<file path="config.mk">
export PLATFORM = sky130hd
export DESIGN_NAME = v2_shift_queue_ctrl
export DESIGN_NICKNAME = d
export VERILOG_FILES = /design/src/rtl/v2_shift_queue_ctrl.sv
export SDC_FILE = /design/constraint.sdc
export NUM_CORES = 1
export LEC_CHECK = 0
export CORE_AREA = 2 2 152 154
export DETAILED_ROUTE_END_ITERATION = 10
export DIE_AREA = 0 0 154 156
export GPL_TIMING_DRIVEN = 0
export SYNTH_ARGS = -nofsm -noshare
export SYNTH_HDL_FRONTEND = slang
export SYNTH_SLANG_ARGS = --single-unit
</file>
<file path="constraint.sdc">
create_clock -name clk -period 3 [get_ports clk]
set_clock_uncertainty 0.15 [all_clocks]
set_input_delay 0.45 -clock clk [delete_from_list [all_inputs] [get_ports clk]]
set_output_delay 0.45 -clock clk [all_outputs]
set_load 0.03 [all_outputs]
</file>
<file path="src/rtl/v2_shift_queue_ctrl.sv">
// Sequencing controller for a shift-cell double-ended queue: turns push/pop
// requests into per-cell write/shift enables and returns popped values.
module v2_shift_queue_ctrl #(
  parameter int p_bitwidth = 32,
  parameter int p_depth    = 8
) (
  input  logic                              clk,
  input  logic                              rst,
  input  logic                              req_val,
  output logic                              req_rdy,
  input  logic [1:0]                        req_op,
  input  logic [p_bitwidth-1:0]             req_data,
  output logic                              resp_val,
  input  logic                              resp_rdy,
  output logic [p_bitwidth-1:0]             resp_data,
  output logic [p_depth-1:0]                ent_wr,
  output logic [p_bitwidth-1:0]             ent_wr_data,
  output logic [2*p_depth-1:0]              ent_shift_en,
  input  logic [p_depth*p_bitwidth-1:0]     ent_data,
  output logic [$clog2(p_depth+1)-1:0]      count,
  output logic                              full,
  output logic                              empty
);

  localparam int CW = $clog2(p_depth+1);
  localparam int IW = $clog2(p_depth);

  localparam logic [1:0] OP_PUSH_BACK  = 2'b00;
  localparam logic [1:0] OP_PUSH_FRONT = 2'b01;
  localparam logic [1:0] OP_POP_FRONT  = 2'b10;
  localparam logic [1:0] OP_POP_BACK   = 2'b11;

  localparam logic [1:0] SH_IDLE = 2'b00;
  localparam logic [1:0] SH_FWD  = 2'b01;
  localparam logic [1:0] SH_REV  = 2'b10;

  typedef enum logic {
    IDLE = 1'b0,
    RESP = 1'b1
  } state_t;

  state_t                 state_q, state_d;
  logic [CW-1:0]          count_q, count_d;
  logic [p_bitwidth-1:0]  resp_data_q, resp_data_d;

  logic                   is_pop;
  logic                   op_legal;
  logic                   fire;
  logic [CW:0]            cnt_ext;
  logic [IW-1:0]          tail_idx;
  logic [p_bitwidth-1:0]  cells [p_depth];

  assign full     = (count_q == CW'(p_depth));
  assign empty    = (count_q == '0);
  assign count    = count_q;
  assign resp_val = (state_q == RESP);
  assign resp_data = resp_data_q;

  assign is_pop   = req_op[1];
  assign op_legal = is_pop ? !empty : !full;
  // Gating with rst keeps every enable low while reset is asserted.
  assign req_rdy  = rst && (state_q == IDLE) && op_legal;
  assign fire     = req_val && req_rdy;

  assign ent_wr_data = req_data;
  assign cnt_ext     = {1'b0, count_q};
  assign tail_idx    = IW'(count_q - CW'(1));

  for (genvar gi = 0; gi < p_depth; gi++) begin : g_cell
    localparam logic [CW:0] IDX    = (CW+1)'(gi);
    localparam logic [CW:0] IDX_P2 = (CW+1)'(gi + 2);
    logic       cell_wr;
    logic [1:0] cell_sh;

    assign cells[gi] = ent_data[gi*p_bitwidth +: p_bitwidth];

    always_comb begin
      cell_wr = 1'b0;
      cell_sh = SH_IDLE;
      if (fire) begin
        case (req_op)
          OP_PUSH_BACK:  cell_wr = (IDX == cnt_ext);
          OP_PUSH_FRONT: begin
            // Cell 0 takes the new value; 1..count make room by shifting up.
            if (IDX == '0) cell_wr = 1'b1;
            else if (IDX <= cnt_ext) cell_sh = SH_FWD;
          end
          OP_POP_FRONT:  if (IDX_P2 <= cnt_ext) cell_sh = SH_REV;
          default: ;
        endcase
      end
    end

    assign ent_wr[gi]             = cell_wr;
    assign ent_shift_en[2*gi +: 2] = cell_sh;
  end

  always_comb begin
    state_d     = state_q;
    count_d     = count_q;
    resp_data_d = resp_data_q;
    case (state_q)
      IDLE: begin
        if (fire) begin
          if (is_pop) begin
            count_d     = count_q - CW'(1);
            state_d     = RESP;
            resp_data_d = (req_op == OP_POP_BACK) ? cells[tail_idx] : cells[0];
          end else begin
            count_d = count_q + CW'(1);
          end
        end
      end
      RESP: begin
        if (resp_rdy) state_d = IDLE;
      end
      default: state_d = IDLE;
    endcase
  end

  always_ff @(posedge clk or negedge rst) begin
    if (!rst) begin
      state_q     <= IDLE;
      count_q     <= '0;
      resp_data_q <= '0;
    end else begin
      state_q     <= state_d;
      count_q     <= count_d;
      resp_data_q <= resp_data_d;
    end
  end

endmodule
</file>
==> metrics.cfg, run 1 <==
[power]
peakVddDrop_mv=0.624
cellLeakagePower_uw=0.00406
pwr_density_cell_nw_per_um2=963

[yosys]
syn-num-nets=900
synth_area_leaders=mux2i_1 (33%), dfrtp_1 (19%), nand3_1 (14%)
synthCells=597
yosysTopAreaCell=mux2i_1
avgSynthCellArea_um2=8.03
synth_seq_cells=37
synth_top_area_share_pct=33.4
yosys_warnings=0
yosysSeqAreaShare_pct=19.3
ys_types=31
syn-cell-area_um2=4790

[worst_setup_path]
endpoint=ent_shift_en[8]
arrival_ns=2.33
setup.worst_path.start=count[0]
cpPeakStageDelay_ns=0.45
timing.rr.start=count[0]
rr_worst_depth=11
start_kind=register
end_kind=primary output
path_cells=clkinvlp_4 -> clkbuf_16 -> ha_2 -> nand2b_4 -> o211a_4 -> buf_6 -> buf_4 -> and3_1 -> clkdlybuf4s15_1
critPathMaxFanout=6
cp_num_buf_inv=5
r2r_end=resp_data[28]
reg2reg_slack_ns=0.17
slowest_stage=dfrtp_2
cp_num_cells=9
crit_type=register to primary output
required_ns=2.40
crit_family=buffers and inverters

[die]
num_io_pins=390
initial_core_util_pct=21.4
fp.dieW_um=154
core.rowCount=55
coreArea_um2=22400
fp.dieH_um=156
die_area_um2=24000

[drt]
vias=5945
drtPass1Iterations=4
wire_per_inst_um=20.0
ant_nets=0
via_per_inst=4.72
drc_errors=0
drt_iter0_markers=220
routed_wl_um=25200

[place]
gp_congestion=0.800
place_area_um2=8750
dp_hpwl_um=20100
port-buffer-count=356
dp.cells=1239
pre_cts_slack_ns=-1.26

[grt]
overflow=0
grt_pass1_wl_um=36400
grt_pass1_vias=6153
antenna_found_initial=0
track_usage_pct=20.2
grt_max_degree=21

[sta]
final-setup-viol-count=0
fmax_mhz=341
maxSlewHeadroom_pct=40.1
worstMarginPinSlew_ns=0.896
finalCritPeriodShare_pct=97.8
hold_viol=0
fin_ws_ns=0.0664
drv_slew=0
finalCriticalPeriod_ns=2.93

[final_layout]
fin_nets=1276
diodes=0
area_growth_pct=89.7
fin_cells=1259
postLayoutCellArea_um2=9090
drive_above_1_share_pct=13.4

[clock_network]
clock_latency_ns=0.29
clk_pin_slew_worst_paths_ns=0.06
root_buffer=clkbuf_16
cts_made_buffers=5
clock_sinks=37
cts.htree.levels=2
cts_tree=built
clockBufferDepth=2

[min_path]
hold_path.class=primary input to async pin

[run_status]
status=complete, no violations

[job]
drv_cap=0

state kept, by name, indices dropped and copies added (netlist names):
| signal | cells |
|---|---|
| count | 4 |
| resp_data | 32 |
| resp_val | 1 |
power breakdown:
group	switching, µW	internal [µW]
sequential	167	744
clock	221	310
combinational	4380	2940
total	4770	3990
cells in the final DEF, fill, tap and decap left out, types with 2 or more instances in the layout:
| master | synthesis | final |
|---|---|---|
| clkbuf_1 | 25 | 22 |
| nor2b_1 | 34 | 34 |
| buf_4 | 44 | 61 |
| buf_2 | 25 | 22 |
| nand4_1 | 33 | 33 |
| nor3_1 | 3 | 2 |
| clkbuf_2 | 0 | 3 |
| xnor2_1 | 4 | 3 |
| buf_12 | 0 | 2 |
| o21ai_1 | 33 | 33 |
| a21oi_1 | 4 | 3 |
| mux2i_1 | 160 | 159 |
| dfrtp_1 | 37 | 36 |
| inv_1 | 10 | 9 |
| clkbuf_16 | 0 | 6 |
| buf_6 | 0 | 3 |
| o21ai_0 | 2 | 2 |
| clkdlybuf4s15_1 | 0 | 2 |
| nand3_1 | 132 | 130 |
| nand2_1 | 4 | 4 |
| or2_2 | 2 | 2 |
| clkdlybuf4s15_2 | 0 | 13 |
| nand3_2 | 0 | 2 |
| nor2_1 | 21 | 20 |
| dlygate4sd2_1 | 0 | 2 |
| ha_1 | 9 | 8 |
| clkdlybuf4s50_1 | 0 | 332 |
| clkbuf_4 | 0 | 2 |
worst reg2reg max path, cell delays in order (launching register included):
cell and delay (ns):
dfrtp_2 0.42, clkinvlp_4 0.15, clkbuf_16 0.17, buf_4 0.14
ha_1 0.27, clkbuf_1 0.12, buf_2 0.36, buf_2 0.41
mux2i_1 0.24, nand3_1 0.09, nand4_1 0.12, o21ai_1 0.07
kinds of logic (layout without fill, tap and decap cells):
group | after synthesis | count (layout) | synth area share [%]
AO/OA/AOI/OAI | 45 | 45 | 5.22
XOR/XNOR | 7 | 7 | 1.59
adder cells (fa/ha/maj) | 9 | 9 | 2.35
buffers and inverters | 105 | 482 | 12.3
flip-flops | 37 | 37 | 19.3
multiplexers | 161 | 161 | 33.6
other | 1 | 1 | 0.0782
AND/OR/NAND/NOR | 232 | 232 | 25.5
worst min path at each step:
stage                  start            end
5_1_grt                  rst       count[1]
3_5_place_dp             rst       count[0]
4_1_cts                  rst       count[1]
6_report                 rst       count[1]
2_1_floorplan            rst       count[0]
3_3_place_gp   resp_data[31]  resp_data[31]
cells in the mapped netlist:
library cell    n
ha_1            9
nor3_1          3
or2_2           2
o211a_1         2
o21a_1          1
nor3b_1         1
o21ai_1        33
and3_1          1
nor2b_1        34
mux2i_1       160
nand3_1       132
buf_1           1
nand2_1         4
xor2_2          1
mux2_2          1
xnor2_2         1
buf_2          25
conb_1          1
a31oi_1         2
dfrtp_1        37
xnor2_1         4
o2111ai_2       1
nand4_1        33
o21ai_0         2
inv_1          10
a21oi_1         4
clkbuf_1       25
nor2_1         21
nand2b_1        1
xor2_1          1
buf_4          44
cell type report:
cell class	instances	area [µm²]
multi-input cells	455	3340
well taps	285	357
inverters	10	41.3
flip-flops and latches	37	927
repair buffers	371	3700
plain buffers	93	587
fillers	2372	13300
clock buffers	8	136
through the flow:
| stage | utilization [%] | setup TNS, ns | hold WS [ns] | total power (µW) |
|---|---|---|---|---|
| after CTS | 40.4 | -0.00673 | 0.0361 | 8820 |
| final | 40.7 | 0 | 0.0386 | 8760 |
| after floorplan | - | 0 | 0.00441 | 5480 |
| after global routing | 40.7 | -0.0271 | 0.0417 | 9410 |
| after detailed placement | 39.1 | -46.70 | 0.312 | 8130 |
| after global placement | 39.0 | -85.20 | 0.339 | 8100 |
what timing repair did:
item | CTS | global route
hold endpoints to repair | 17 | 0
pin swaps | 6 | 3
resized for setup | 95 | 10
buffers inserted | 10 | 2
setup endpoints to repair | 63 | 53
hold buffers | 2 | 0
routing by layer:
metal	global-route usage, %	wire (µm)	share of wire (%)
met2	37.8	13000	51
met4	4.72	426	1.7
met3	4.39	1910	7.6
met1	23.4	9910	39
met5	0	0	0
Note: power is estimated with default switching activity, not from simulation.
==> run 2: changes to the inputs <==
--- a/config.mk
+++ b/config.mk
@@ -9,6 +9,8 @@
 export DETAILED_ROUTE_END_ITERATION = 10
 export DIE_AREA = 0 0 154 156
 export GPL_TIMING_DRIVEN = 0
+export HOLD_SLACK_MARGIN = 0.12
 export SYNTH_ARGS = -nofsm -noshare
 export SYNTH_HDL_FRONTEND = slang
 export SYNTH_SLANG_ARGS = --single-unit
+export TNS_END_PERCENT = 50
==> run 2 against run 1 <==
  * Setup slack worse by 0.0085 ns
  * Critical path depth is 2 lower
  * First-iteration DRC count increased by 24%
  * Critical endpoint is now ent_shift_en[2]
==> metrics.cfg, run 2 (same netlist as run 1, synthesis figures left out) <==
[sta]
hold_viol=0  ; unchanged
finalCritPeriodShare_pct=98.1  ; +0.28 points
fmax_mhz=340  ; -0.29%
drv_slew=0  ; unchanged
maxSlewHeadroom_pct=32.9  ; -7.2 points
rsz0062_at_grt=true
final-setup-viol-count=0  ; unchanged
finalCriticalPeriod_ns=2.94  ; +0.00854 ns
worstMarginPinSlew_ns=1.00  ; +0.107 ns

[die]
fp.dieH_um=156  ; unchanged
core.rowCount=55  ; unchanged
initial_core_util_pct=21.4  ; unchanged
fp.dieW_um=154  ; unchanged
coreArea_um2=22400  ; unchanged
die_area_um2=24000  ; unchanged
num_io_pins=390  ; unchanged

[final_layout]
drive_above_1_share_pct=13.2  ; -0.25 points
area_growth_pct=88.7
layout_commonest_cell=clkdlybuf4s50_1
fillCellCount=2330  ; -1.8%
final_cell_mix=clkdlybuf4s50_1 (332), mux2i_1 (160), nand3_1 (132), buf_4 (59), dfrtp_1 (35)
largest_reg_flops=32  ; unchanged
postLayoutCellArea_um2=9050  ; -0.52%
final_util_pct=40.5  ; -0.21 points
fin_nets=1273  ; -0.24%

[drt]
ant_nets=0  ; unchanged
vias=5930  ; -0.25%
via_per_inst=4.72  ; about the same
drc_errors=0  ; unchanged
routed_wl_um=25600  ; +1.4%
drtPass1Iterations=4  ; unchanged
wire_per_inst_um=20.4  ; +1.6%
drt_iter0_markers=272  ; +24%

[clock_network]
clockBufferDepth=2  ; unchanged
root_buffer=clkbuf_16
cts_made_buffers=5  ; unchanged
clk_pin_slew_worst_paths_ns=0.06  ; about the same
clock_latency_ns=0.29  ; about the same
cts_tree=built
clock_sinks=37  ; unchanged
cts.htree.levels=2  ; unchanged

[power]
switching_share_pct=54.7  ; +0.22 points
peakVddDrop_mv=0.370  ; -41%
p_int_uw=3960  ; -0.69%
switchingPower_uw=4780  ; +0.21%
pwr-share-clk_pct=6.3  ; +0.2 points
cellLeakagePower_uw=0.00404  ; -0.45%
power_frac_seq_pct=10.4  ; about the same
pwr_density_cell_nw_per_um2=966  ; +0.32%
power_frac_comb_pct=83.2  ; -0.3 points

[grt]
grt_max_degree=20  ; -4.8%
overflow=0  ; unchanged
track_usage_pct=20.5  ; +0.32 points
grt_pass1_wl_um=37000  ; +1.5%
antenna_found_initial=1  ; +1
grt_pass1_vias=6194  ; +0.67%

[worst_setup_path]
start_kind=primary input
critPathMaxFanout=7  ; +1
crit_type=primary input to primary output
required_ns=2.40  ; about the same
arrival_ns=2.34  ; about the same
end_kind=primary output

[min_path]
hold_path.class=register to register

[place]
port-buffer-count=356  ; unchanged
place_area_um2=8750  ; about the same
dp_hpwl_um=20400  ; +1.3%
gp_congestion=0.821  ; +2.7%

[job]
drv_cap=0  ; unchanged

[run_status]
status=complete, no violations

==> run 2: final cells by class <==
class	count	area, µm²	area share (%)
buffer	93	581	6.42
timing repair buffer	368	3670	40.5
tap	285	357	3.94
antenna	1	2.50	0.0277
inverter	10	41.3	0.456
sequential	37	928	10.3
clock buffer	7	143	1.58
multi-input combinational	455	3330	36.8
==> run 2: path summary, 6_finish.rpt <==
check	startpoint	endpoint	slack, ns	cells after the start
hold reg to reg	resp_data[14]	resp_data[14]	0.36	2
setup reg to reg	count[0]	resp_data[26]	0.19	8
setup / recovery	req_op[1]	ent_shift_en[2]	0.06	7
min in group asynchronous	rst	count[2]	0.72	2
max in group asynchronous	rst	resp_data[16]	1.23	3
hold / removal	resp_data[14]	resp_data[14]	0.36	2
==> run 2: worst max-delay path: stages <==
cell             delay (ns)
clkdlybuf4s50_1        0.53
buf_4                  0.19
inv_1                  0.09
ha_1                   0.30
nand3_1                0.23
a31oi_2                0.23
clkdlybuf4s15_2        0.32
==> run 2: layer usage <==
layer	wire [µm]	vias up	global-route usage, %
met4	412	0	5.34
met1	9920	2725	23.0
met2	13400	314	38.9
met3	1820	27	4.72
li1	-	2864	-
met5	0	-	0
==> run 2: power groups by stage <==
stage | Clock, µW | Combinational [µW] | Sequential [µW]
final | 551 | 7280 | 913
after global routing | 596 | 7810 | 944
after CTS | 579 | 7290 | 914
after detailed placement | 0 | 7180 | 927
after global placement | 0 | 7170 | 912
after floorplan | 0 | 4090 | 1390
==> run 2: metrics by stage <==
| step | std cells | total power (µW) | hold slack [ns] | setup slack [ns] | TNS [ns] |
|---|---|---|---|---|---|
| global route | 1256 | 9350 | 0.381 | -0.0208 | -0.0543 |
| floorplan | 597 | 5480 | 0.00441 | -0.0286 | -0.0734 |
| global placement | 1238 | 8090 | 0.340 | -2.23 | -82.58 |
| finish | 1256 | 8740 | 0.358 | 0.0579 | 0 |
| CTS | 1252 | 8780 | 0.360 | -0.00508 | -0.00761 |
| detailed placement | 1239 | 8110 | 0.325 | -1.47 | -59.75 |
==> run 2: timing repair <==
action                     in CTS  in global routing
setup buffers                   6                  3
setup endpoints to repair      63                 30
gates resized for setup        97                  8
hold buffers                    2                  0
hold endpoints to repair       18                  0
pin swaps                       2                  1
